File: src/rtl/edge_frame_writer.sv
// Edge-count frame writer: counts large steps between consecutive samples of a frame
// and hands each frame's count to a register file over a strobe/acknowledge handshake.
module edge_frame_writer #(
   parameter int unsigned POPSIZE     = 100,
   parameter int unsigned FRAME_SIZE  = 20,
   parameter int unsigned DATA_WIDTH  = 8,
   parameter int unsigned EDGE_THRESH = 16
) (
   input  logic                      clk,
   input  logic                      rst,
   input  logic                      enable,
   input  logic [DATA_WIDTH-1:0]     sample_in,
   input  logic                      sample_vld,
   output logic [DATA_WIDTH-1:0]     data_in,
   output logic                      data_rdy,
   input  logic                      new_data,
   output logic [$clog2(POPSIZE):0]  frame_cnt,
   output logic                      pop_full,
   output logic                      overflow
);
   localparam int unsigned CNT_W  = $clog2(POPSIZE) + 1;
   localparam int unsigned SAMP_W = $clog2(FRAME_SIZE) + 1;
   localparam int unsigned DIFF_W = DATA_WIDTH + 1;

   typedef enum logic [1:0] {IDLE, SEND, WAIT_ACK} state_t;

   state_t                 state_q, state_d;
   logic [DATA_WIDTH-1:0]  prev_q, prev_d;
   logic [SAMP_W-1:0]      samp_q, samp_d;
   logic [DATA_WIDTH-1:0]  edge_q, edge_d;
   logic [DATA_WIDTH-1:0]  data_in_d;
   logic                   data_rdy_d;
   logic [CNT_W-1:0]       frame_cnt_d;
   logic                   pop_full_d;
   logic                   overflow_d;

   logic                   accept_c;
   logic                   is_edge_c;
   logic                   frame_done_c;
   logic                   last_ack_c;
   logic [DIFF_W-1:0]      diff_c;
   logic [DATA_WIDTH-1:0]  edge_sum_c;

   // Per-sample edge detection; the sum includes the current sample so the
   // completing sample's edge lands in the frame count.
   assign accept_c     = sample_vld & enable & ~pop_full;
   assign diff_c       = (sample_in >= prev_q) ? DIFF_W'(sample_in) - DIFF_W'(prev_q)
                                               : DIFF_W'(prev_q) - DIFF_W'(sample_in);
   assign is_edge_c    = (samp_q != '0) && (diff_c >= DIFF_W'(EDGE_THRESH));
   assign edge_sum_c   = (is_edge_c && (edge_q != '1)) ? edge_q + DATA_WIDTH'(1) : edge_q;
   assign frame_done_c = accept_c && (samp_q == SAMP_W'(FRAME_SIZE - 1));
   assign last_ack_c   = new_data && (state_q != IDLE) && (frame_cnt == CNT_W'(POPSIZE - 1));

   always_comb begin
      state_d     = state_q;
      prev_d      = prev_q;
      samp_d      = samp_q;
      edge_d      = edge_q;
      data_in_d   = data_in;
      data_rdy_d  = 1'b0;
      frame_cnt_d = frame_cnt;
      pop_full_d  = pop_full;
      overflow_d  = overflow;

      if (accept_c) begin
         if (frame_done_c) begin
            prev_d = '0;
            samp_d = '0;
            edge_d = '0;
         end else begin
            prev_d = sample_in;
            samp_d = samp_q + SAMP_W'(1);
            edge_d = edge_sum_c;
         end
      end

      // A frame finishing on the final population ack is dropped, not sent.
      case (state_q)
         IDLE: begin
            if (frame_done_c) begin
               state_d    = SEND;
               data_in_d  = edge_sum_c;
               data_rdy_d = 1'b1;
            end
         end
         SEND, WAIT_ACK: begin
            if (new_data) begin
               frame_cnt_d = frame_cnt + CNT_W'(1);
               pop_full_d  = last_ack_c;
               if (frame_done_c && !last_ack_c) begin
                  state_d    = SEND;
                  data_in_d  = edge_sum_c;
                  data_rdy_d = 1'b1;
               end else begin
                  state_d = IDLE;
               end
            end else begin
               state_d = WAIT_ACK;
               if (frame_done_c) overflow_d = 1'b1;
            end
         end
         default: state_d = IDLE;
      endcase
   end

   always_ff @(posedge clk) begin
      if (rst) begin
         state_q   <= IDLE;
         prev_q    <= '0;
         samp_q    <= '0;
         edge_q    <= '0;
         data_in   <= '0;
         data_rdy  <= 1'b0;
         frame_cnt <= '0;
         pop_full  <= 1'b0;
         overflow  <= 1'b0;
      end else begin
         state_q   <= state_d;
         prev_q    <= prev_d;
         samp_q    <= samp_d;
         edge_q    <= edge_d;
         data_in   <= data_in_d;
         data_rdy  <= data_rdy_d;
         frame_cnt <= frame_cnt_d;
         pop_full  <= pop_full_d;
         overflow  <= overflow_d;
      end
   end

endmodule

File: config.mk
export PLATFORM = sky130hd
export DESIGN_NAME = edge_frame_writer
export DESIGN_NICKNAME = d
export VERILOG_FILES = /design/src/rtl/edge_frame_writer.sv
export SDC_FILE = /design/constraint.sdc
export NUM_CORES = 1
export LEC_CHECK = 0
export ABC_AREA = 1
export BUFFER_PORTS_ARGS = -buffer_cell sky130_fd_sc_hd__buf_4
export CAP_MARGIN = 20
export CORE_MARGIN = 5
export CORE_UTILIZATION = 43
export CTS_CLUSTER_DIAMETER = 60
export DETAILED_ROUTE_END_ITERATION = 16
export GPL_ROUTABILITY_DRIVEN = 1
export PLACE_DENSITY_LB_ADDON = 0.08
export SKIP_LAST_GASP = 1
export SYNTH_ARGS = -nofsm -noshare
export SYNTH_HDL_FRONTEND = slang
export SYNTH_SLANG_ARGS = --single-unit
File: constraint.sdc
create_clock -name clk -period 2.6 [get_ports clk]
set_clock_uncertainty 0.2 [all_clocks]
set_input_delay 0 -clock clk [delete_from_list [all_inputs] [get_ports clk]]
set_output_delay 0 -clock clk [all_outputs]
set_load 0.01 [all_outputs]
# == Word-level counts from Yosys, hierarchy flattened ==
# Index checks and enable logic that the tools add are counted.
# totals
inputBits,13
elab_cells,60
output_inout_bits,19
regBits,43
# classes
addsub,5
bitwise,4
n_reduce_logical,15
n_lt_le_gt_ge,2
mux,17
eq_ne,8
# op_table
cell,count
$mux 8,6
$sub 8x8->9,2
$add 8x1->8 const B,2
$pmux 8 s2,1
$ge 9x5->1 const B,1
$mux 9,1
$eq 8x7->1 const B,1
$ge 8x8->1,1
$ne 8x8->1 const B,1
$add 6x1->6 const B,1
$eq 6x5->1 const B,1
$logic_and 1x1->1,6
$mux 6,1
$ne 2x2->1 const B,3
$reduce_bool 6->1,1
$mux 1,4
$mux 2,2
$pmux 2 s2,1
$reduce_and 4->1,1
$reduce_bool 2->1,2
$reduce_and 3->1,1
$and 1x1->1,2
$eq 2x1->1 const B,1
$eq 2x2->1 const B,1
other kinds (6),7

# == Logic depth before layout (Yosys ltp) ==
# Gate-level depths: netlist of run 1.
# logic_depth
word_depth,9
ltp_mapped,19
depth_no_buf,18

# == Least setup slack after synthesis of run 1 ==
# Ideal clock, no wire load.
# synth_path
kind,flip-flop to flip-flop
startpoint,reg prev_q[0]
endpoint,reg data_in[0]
setup_time_ps,109
arrival_time_ps,1943
synth_period_minus_slack_ps,2252
t_required_ps,2291
n_path_buf,0
slack_ps,348
path_stages_with_launch,18
path_cell_list,dfxtp_1 -> inv_1 -> ha_1 -> fa_1 -> inv_1 -> nand3_1 -> nand3_1 -> nand2_1 -> nor2_1 -> nand2_1 -> nor2_2 -> nand3_4 -> nand3_4 -> nand2_2 -> nand2_1 -> nand2_1 -> nand2_1 -> inv_1
# synth_via
elab_chain_cells,9
word_cells_on_any_way,12
classes_between,add/sub (2); order compare (2); mux (6); reduce/logical (2)
# synth_rtl
item,line_no,source
from (decl),28,"logic [DATA_WIDTH-1:0] prev_q, prev_d;"
from (signal assigned),119,prev_q <= prev_d;
"$sub 8x8->9, or another cell as far along",48,: DIFF_W'(prev_q) - DIFF_W'(sample_in);
$mux 9 (*),47,assign diff_c = (sample_in >= prev_q) ? DIFF_W'(sample_in) - DIFF_W'(prev_q)
$ge 9x5->1 (*),49,assign is_edge_c = (samp_q != '0) && (diff_c >= DIFF_W'(EDGE_THRESH));
$logic_and 1x1->1 (*),49,
$logic_and 1x1->1 (*),50,assign edge_sum_c = (is_edge_c && (edge_q != '1)) ? edge_q + DATA_WIDTH'(1) : edge_q;
$mux 8 (*),50,
$mux 8,90,if (frame_done_c && !last_ack_c) begin
$mux 8,87,if (new_data) begin
$pmux 8 s2 (*),78,case (state_q)
to (signal assigned),122,data_in <= data_in_d;
to (decl),14,"output logic [DATA_WIDTH-1:0] data_in,"
# Every way passes the cells marked *; elsewhere a longest branch is shown, timed or not. The select of a mux whose other input is x is not followed.
# A chain may end at the register's enable or synchronous reset.

# == Worst setup path after layout of run 1 ==
# layout_path
startpoint,in sample_in[0]
endpoint,reg data_in[2]
# layout_via
elab_chain_cells,9
word_cells_on_any_way,12
classes_between,add/sub (2); order compare (2); mux (6); reduce/logical (2)
# layout_rtl
item,line_no,source
from (decl),12,"input logic [DATA_WIDTH-1:0] sample_in,"
"$sub 8x8->9, or another cell as far along",48,
$mux 9 (*),47,
$ge 9x5->1 (*),49,
$logic_and 1x1->1 (*),49,
$logic_and 1x1->1 (*),50,
$mux 8 (*),50,
$mux 8,90,
$mux 8,87,
$pmux 8 s2 (*),78,
# Marked as above.

==> results.cfg, run 1 <==
[logic_synthesis]
syn-cell-area_um2 = 2910
synth-async-reset-ratio = 0
synth-adder-area-share = 0.108
synth.largest_area_cell = dfxtp_1
ys_seq_elements = 43
muxShareOfSynthArea = 0
synth_top_family_by_area = simple AND/OR/NAND/NOR gates
netlist_instances = 448
synth_edf_count = 0
ys.warnings.count = 0
synth_xor_area_frac = 0.0211
ys_types = 29
synthesis.nets = 485
yosys.area_share.simple = 0.356
synth_area_leaders = dfxtp_1, nand2_1, inv_1
synth_top_area_frac = 0.296
ys_dominant_reg_cell = dfxtp_1
synth_compound_area_frac = 0.0984
synth_seq_area_share = 0.296
syn_area_per_cell_um2 = 6.50

[global_routing]
grt_pass1_vias = 2600
grt_pass1_wl_um = 11600
gr-total-overflow = 0
antenna_found_initial = 0
grt_usage = 0.165
grt_start_max_net_pins = 36

[final_layout]
fillCellCount = 721
fin_nets = 539
n_antenna_cell = 0
fin_util = 0.532
register_area_um2 = 863
post_route_cells_drive_above_1_share = 0.159
multi_input_area_um2 = 1720
fin_area_um2 = 3550
syn_to_final_growth_pct = 22.0

[power]
finalPower_w = 0.00144
ir_worst_vdd_v = 0.000209
p_per_area_nw_per_um2 = 405
p_leak_nw = 1.71

[route]
drt_pass1_iterations = 4
wl_um = 6600
viasPerCell = 4.82
ant_nets = 0
wl_per_cell_um = 11.3
dr.first_iter.drc_count = 72
drc_errors = 0
vias = 2808

[critical_path]
cp_data_required_time_ns = 2.60
crit_path_end_kind = flop
cpMostUsedCell = nand2_1
slowest_stage = dlygate4sd3_1
worstSetupPathType = in -> reg
reg2reg_from = prev_q[0]
worstSetupStartpoint = sample_in[0]
path_max_fanout = 9
start_kind = input port
path_cells = dlygate4sd3_1 > buf_4 > inv_1 > ha_1 > fa_1 > inv_1 > nand3_1 > nand3_1 > nand2_1 > nor2_1 > nand2_1 > nor2_2 > nand2_4 > nand3_4 > nand2_2 > nand2_1 > nand2_1 > nand2_1 > inv_1
arrival_ns = 2.44
max_stage_delay_ns = 0.52

[timing]
min_period_ns = 2.44
holdWs_ns = 0.0550
max_freq_mhz = 410
rsz0062_at_grt = true
worstMarginPinSlew_ns = 0.399
setup_viol = 0
period_share = 0.939
hold_viol = 0
maxSlewHeadroom = 0.734
finalMaxSlewViolations = 0

[die]
die_x_um = 92.3
core_area_um2 = 6680
die_h_um = 92.3
die_area_um2 = 8520
start_util = 0.436
rows = 30
ios = 32

[clock_tree]
root_buffer = clkbuf_8
h-tree-depth = 2
cts.path.max_buffers = 2
clock_latency_ns = 0.30
cts_made_buffers = 5
cts_tree = built
path_clk_slew_ns = 0.09
cts_sinks = 43

[placement]
port_buffers = 31
dpl-instance-area_um2 = 3220
dp_hpwl_um = 4860
gp_congestion = 0.910

[run_status]
status = complete, no violations

[min_path]
hold_class = in -> reg
hold_start = enable

[flow_run]
maxCapViolCount = 0
==> routing by layer <==
metal | GRT usage | up-vias | wire length, um
li1 | - | 1513 | -
met1 | 0.213 | 1245 | 3240
met2 | 0.274 | 39 | 3010
met3 | 0.0304 | 11 | 234
met4 | 0.0569 | 0 | 116
met5 | 0 | - | 0
==> final cells by class <==
class,instances,area share
Clock buffer,6,0.0204
Multi-Input combinational cell,313,0.483
Clock inverter,2,0.00352
Inverter,82,0.0867
Tap cell,80,0.0282
Timing Repair Buffer,57,0.135
Sequential cell,43,0.243
==> critical path, delay by kind of cell <==
family | cells | cell delay [ns]
fa+ha+maj | 2 | 0.62
buf+inv | 5 | 0.81
simple gates | 12 | 1.04
==> flip-flops by register name, summed over array words and instances (netlist names) <==
name and cells:
samp_q 6, prev_q 8, data_in 8, state_q 2, data_rdy 1, edge_q 8
frame_cnt 8, pop_full 1, overflow 1
==> path summary, 6_finish.rpt <==
kind / endpoint / slack [ns] / depth (start not counted)
max: data_in[2] / 0.16 / 19
min: samp_q[3] / 0.05 / 7
max reg2reg: edge_q[0] / 0.20 / 15
min reg2reg: pop_full / 0.27 / 2
==> cells in the mapped netlist, types with 8 or more instances <==
master,number
nand2_1,110
inv_1,74
nor2_1,44
dfxtp_1,43
a21oi_1,35
nand3_1,26
ha_1,22
nand4_1,16
nand2_2,12
o21ai_0,9
inv_2,8
nor3_1,8
==> cells in the final DEF (no fill, tap or decap), drive strengths merged, types with 6 or more instances in the layout <==
master | Yosys | routed
nand2 | 123 | 123
inv | 82 | 82
nor2 | 49 | 49
dfxtp | 43 | 43
buf | 4 | 36
a21oi | 36 | 36
nand3 | 28 | 28
ha | 22 | 22
dlygate4sd3 | 0 | 21
nand4 | 16 | 16
o21ai | 11 | 11
nor3 | 8 | 8
xor2 | 6 | 6
clkbuf | 6 | 6
==> through the flow <==
stage / setup slack, ns / instances / setup TNS, ns
global route: -0.00643 / 583 / -0.00939
finish: 0.159 / 583 / 0
detailed placement: 0.154 / 551 / 0
global placement: 0.182 / 551 / 0
floorplan: 0.348 / 448 / 0
CTS: 0.136 / 580 / 0
==> repair_timing <==
item	4_1_cts	5_1_grt
hold buffers	21	0
endpoints found under the hold margin	28	0
setup buffers	0	3
setup endpoints to repair	0	18
resized for setup	0	8
==> kinds of logic (layout without fill, tap and decap cells) <==
logic type      Yosys count  count (layout)
simple gates            229             229
buf+inv                  92             147
compound gates           53              53
fa+ha+maj                24              24
flops                    43              43
xor+xnor                  7               7
==> power by group <==
group	switching [W]	leakage, nW	internal (W)	total, W
registers	0.0000139	0.349	0.000673	0.000687
logic	0.000195	1.32	0.000125	0.000320
clock network	0.000241	0.0412	0.000188	0.000430
No activity file was read; power rests on OpenSTA's default activity.
==> run 2: changes to the inputs <==
- RECOVER_POWER: not set -> 100
==> results.cfg, run 2 (synthesis results as in run 1) <==
[placement]
post-place-ws_ns = 0.154
dpl-instance-area_um2 = 3220
dp_cells = 551
port_buffers = 31
dp_hpwl_um = 4860
gp_congestion = 0.910

[clock_tree]
cts_tree = built
cts_sinks = 43
path_clk_slew_ns = 0.09
root_buffer = clkbuf_8
h-tree-depth = 2
cts_made_buffers = 5
clock_latency_ns = 0.30
cts.path.max_buffers = 2

[critical_path]
crit_path_end_kind = flop
cp_data_required_time_ns = 2.60
path_max_fanout = 9
arrival_ns = 2.44
worstSetupPathType = in -> reg
start_kind = input port
worstSetupStartpoint = sample_in[0]
reg2reg_from = prev_q[0]

[global_routing]
antenna_found_initial = 0
grt_start_max_net_pins = 36
grt_pass1_vias = 2600
gr-total-overflow = 0
grt_pass1_wl_um = 11600
grt_usage = 0.165

[power]
internal_power_w = 0.000986
p_sw_frac = 0.314
p_switching_w = 0.000451
p_per_area_nw_per_um2 = 413
p_clk_frac = 0.299
seqPwrFrac = 0.478
p_leak_nw = 1.63
p_comb_frac = 0.223
ir_worst_vdd_v = 0.000210

[final_layout]
final_cells = 583
fin_area_um2 = 3480
final_cell_mix = nand2_1, inv_1, nor2_1, dfxtp_1, a21oi_1
post_route_cells_drive_above_1_share = 0.115
fin_util = 0.521
fin_nets = 539
syn_to_final_growth_pct = 19.6
final_common_cell = nand2_1
n_antenna_cell = 0

[timing]
maxSlewHeadroom = 0.734
worstMarginPinSlew_ns = 0.400
finalMaxSlewViolations = 0
rsz0062_at_grt = true
hold_viol = 0
period_share = 0.939
max_freq_mhz = 410
setup_viol = 0
min_period_ns = 2.44
final.setup.worst_slack_ns = 0.160
setup_tns_ns = 0

[die]
die_area_um2 = 8520
rows = 30
die_x_um = 92.3
start_util = 0.436
ios = 32
die_h_um = 92.3
core_area_um2 = 6680

[run_status]
status = complete, no violations

[route]
wl_per_cell_um = 11.3
vias = 2814
drt_pass1_iterations = 4
ant_nets = 0
drc_errors = 0
dr.first_iter.drc_count = 68
viasPerCell = 4.83
wl_um = 6580

[flow_run]
maxCapViolCount = 0

[min_path]
hold_class = in -> reg
hold_start = enable
## run 2: final cells by class
cell class / instances / area (um2)
tap: 80 / 100
clock buffer: 6 / 72.6
inverter: 82 / 308
timing repair buffer: 57 / 409
clock inverter: 2 / 12.5
multi-input combinational: 313 / 1720
fill: 740 / 3200
sequential: 43 / 863
## run 2: worst max-delay path: stages
cell and delay [ns]:
dlygate4sd3_1 0.52, buf_4 0.12, inv_1 0.04, ha_1 0.23, fa_1 0.39, inv_1 0.09
nand3_1 0.09, nand3_1 0.10, nand2_1 0.07, nor2_1 0.08, nand2_1 0.06, nor2_2 0.13
nand2_4 0.11, nand3_4 0.15, nand2_2 0.07, nand2_1 0.07, nand2_1 0.05, nand2_1 0.06
inv_1 0.04
## run 2: through the flow
stage,power (W),hold WS (ns)
6_report,0.00144,0.0599
5_1_grt,0.00154,0.120
4_1_cts,0.00146,0.0555
3_5_place_dp,0.000995,0.0858
3_3_place_gp,0.000996,0.0749
2_1_floorplan,0.000923,-0.0562
## run 2: what timing repair did
item                                    CTS  global route
endpoints found under the setup margin    0            18
hold endpoints to repair                 28             0
hold buffers                             21             0
gates resized for setup                   0             8
setup buffers                             0             3
## run 2: final timing paths
kind                 to  slack (ns)  depth (start not counted)
max          data_in[2]        0.16                         19
min           samp_q[3]        0.06                          7
max reg2reg   edge_q[0]        0.20                         15
min reg2reg    pop_full        0.28                          2
## run 2: per-layer routing
layer	track usage	vias to the layer above	wire, um
met3	0.0304	11	222
li1	-	1514	-
met4	0.0569	0	117
met1	0.213	1252	3240
met2	0.274	37	3000
met5	0	-	0
## run 2: power by group through the flow
stage | clock [W] | sequential, W | combinational, W
final | 0.000430 | 0.000687 | 0.000320
after global routing | 0.000480 | 0.000690 | 0.000366
after CTS | 0.000456 | 0.000687 | 0.000317
after detailed placement | 0 | 0.000702 | 0.000293
after global placement | 0 | 0.000702 | 0.000294
after floorplan | 0 | 0.000699 | 0.000224
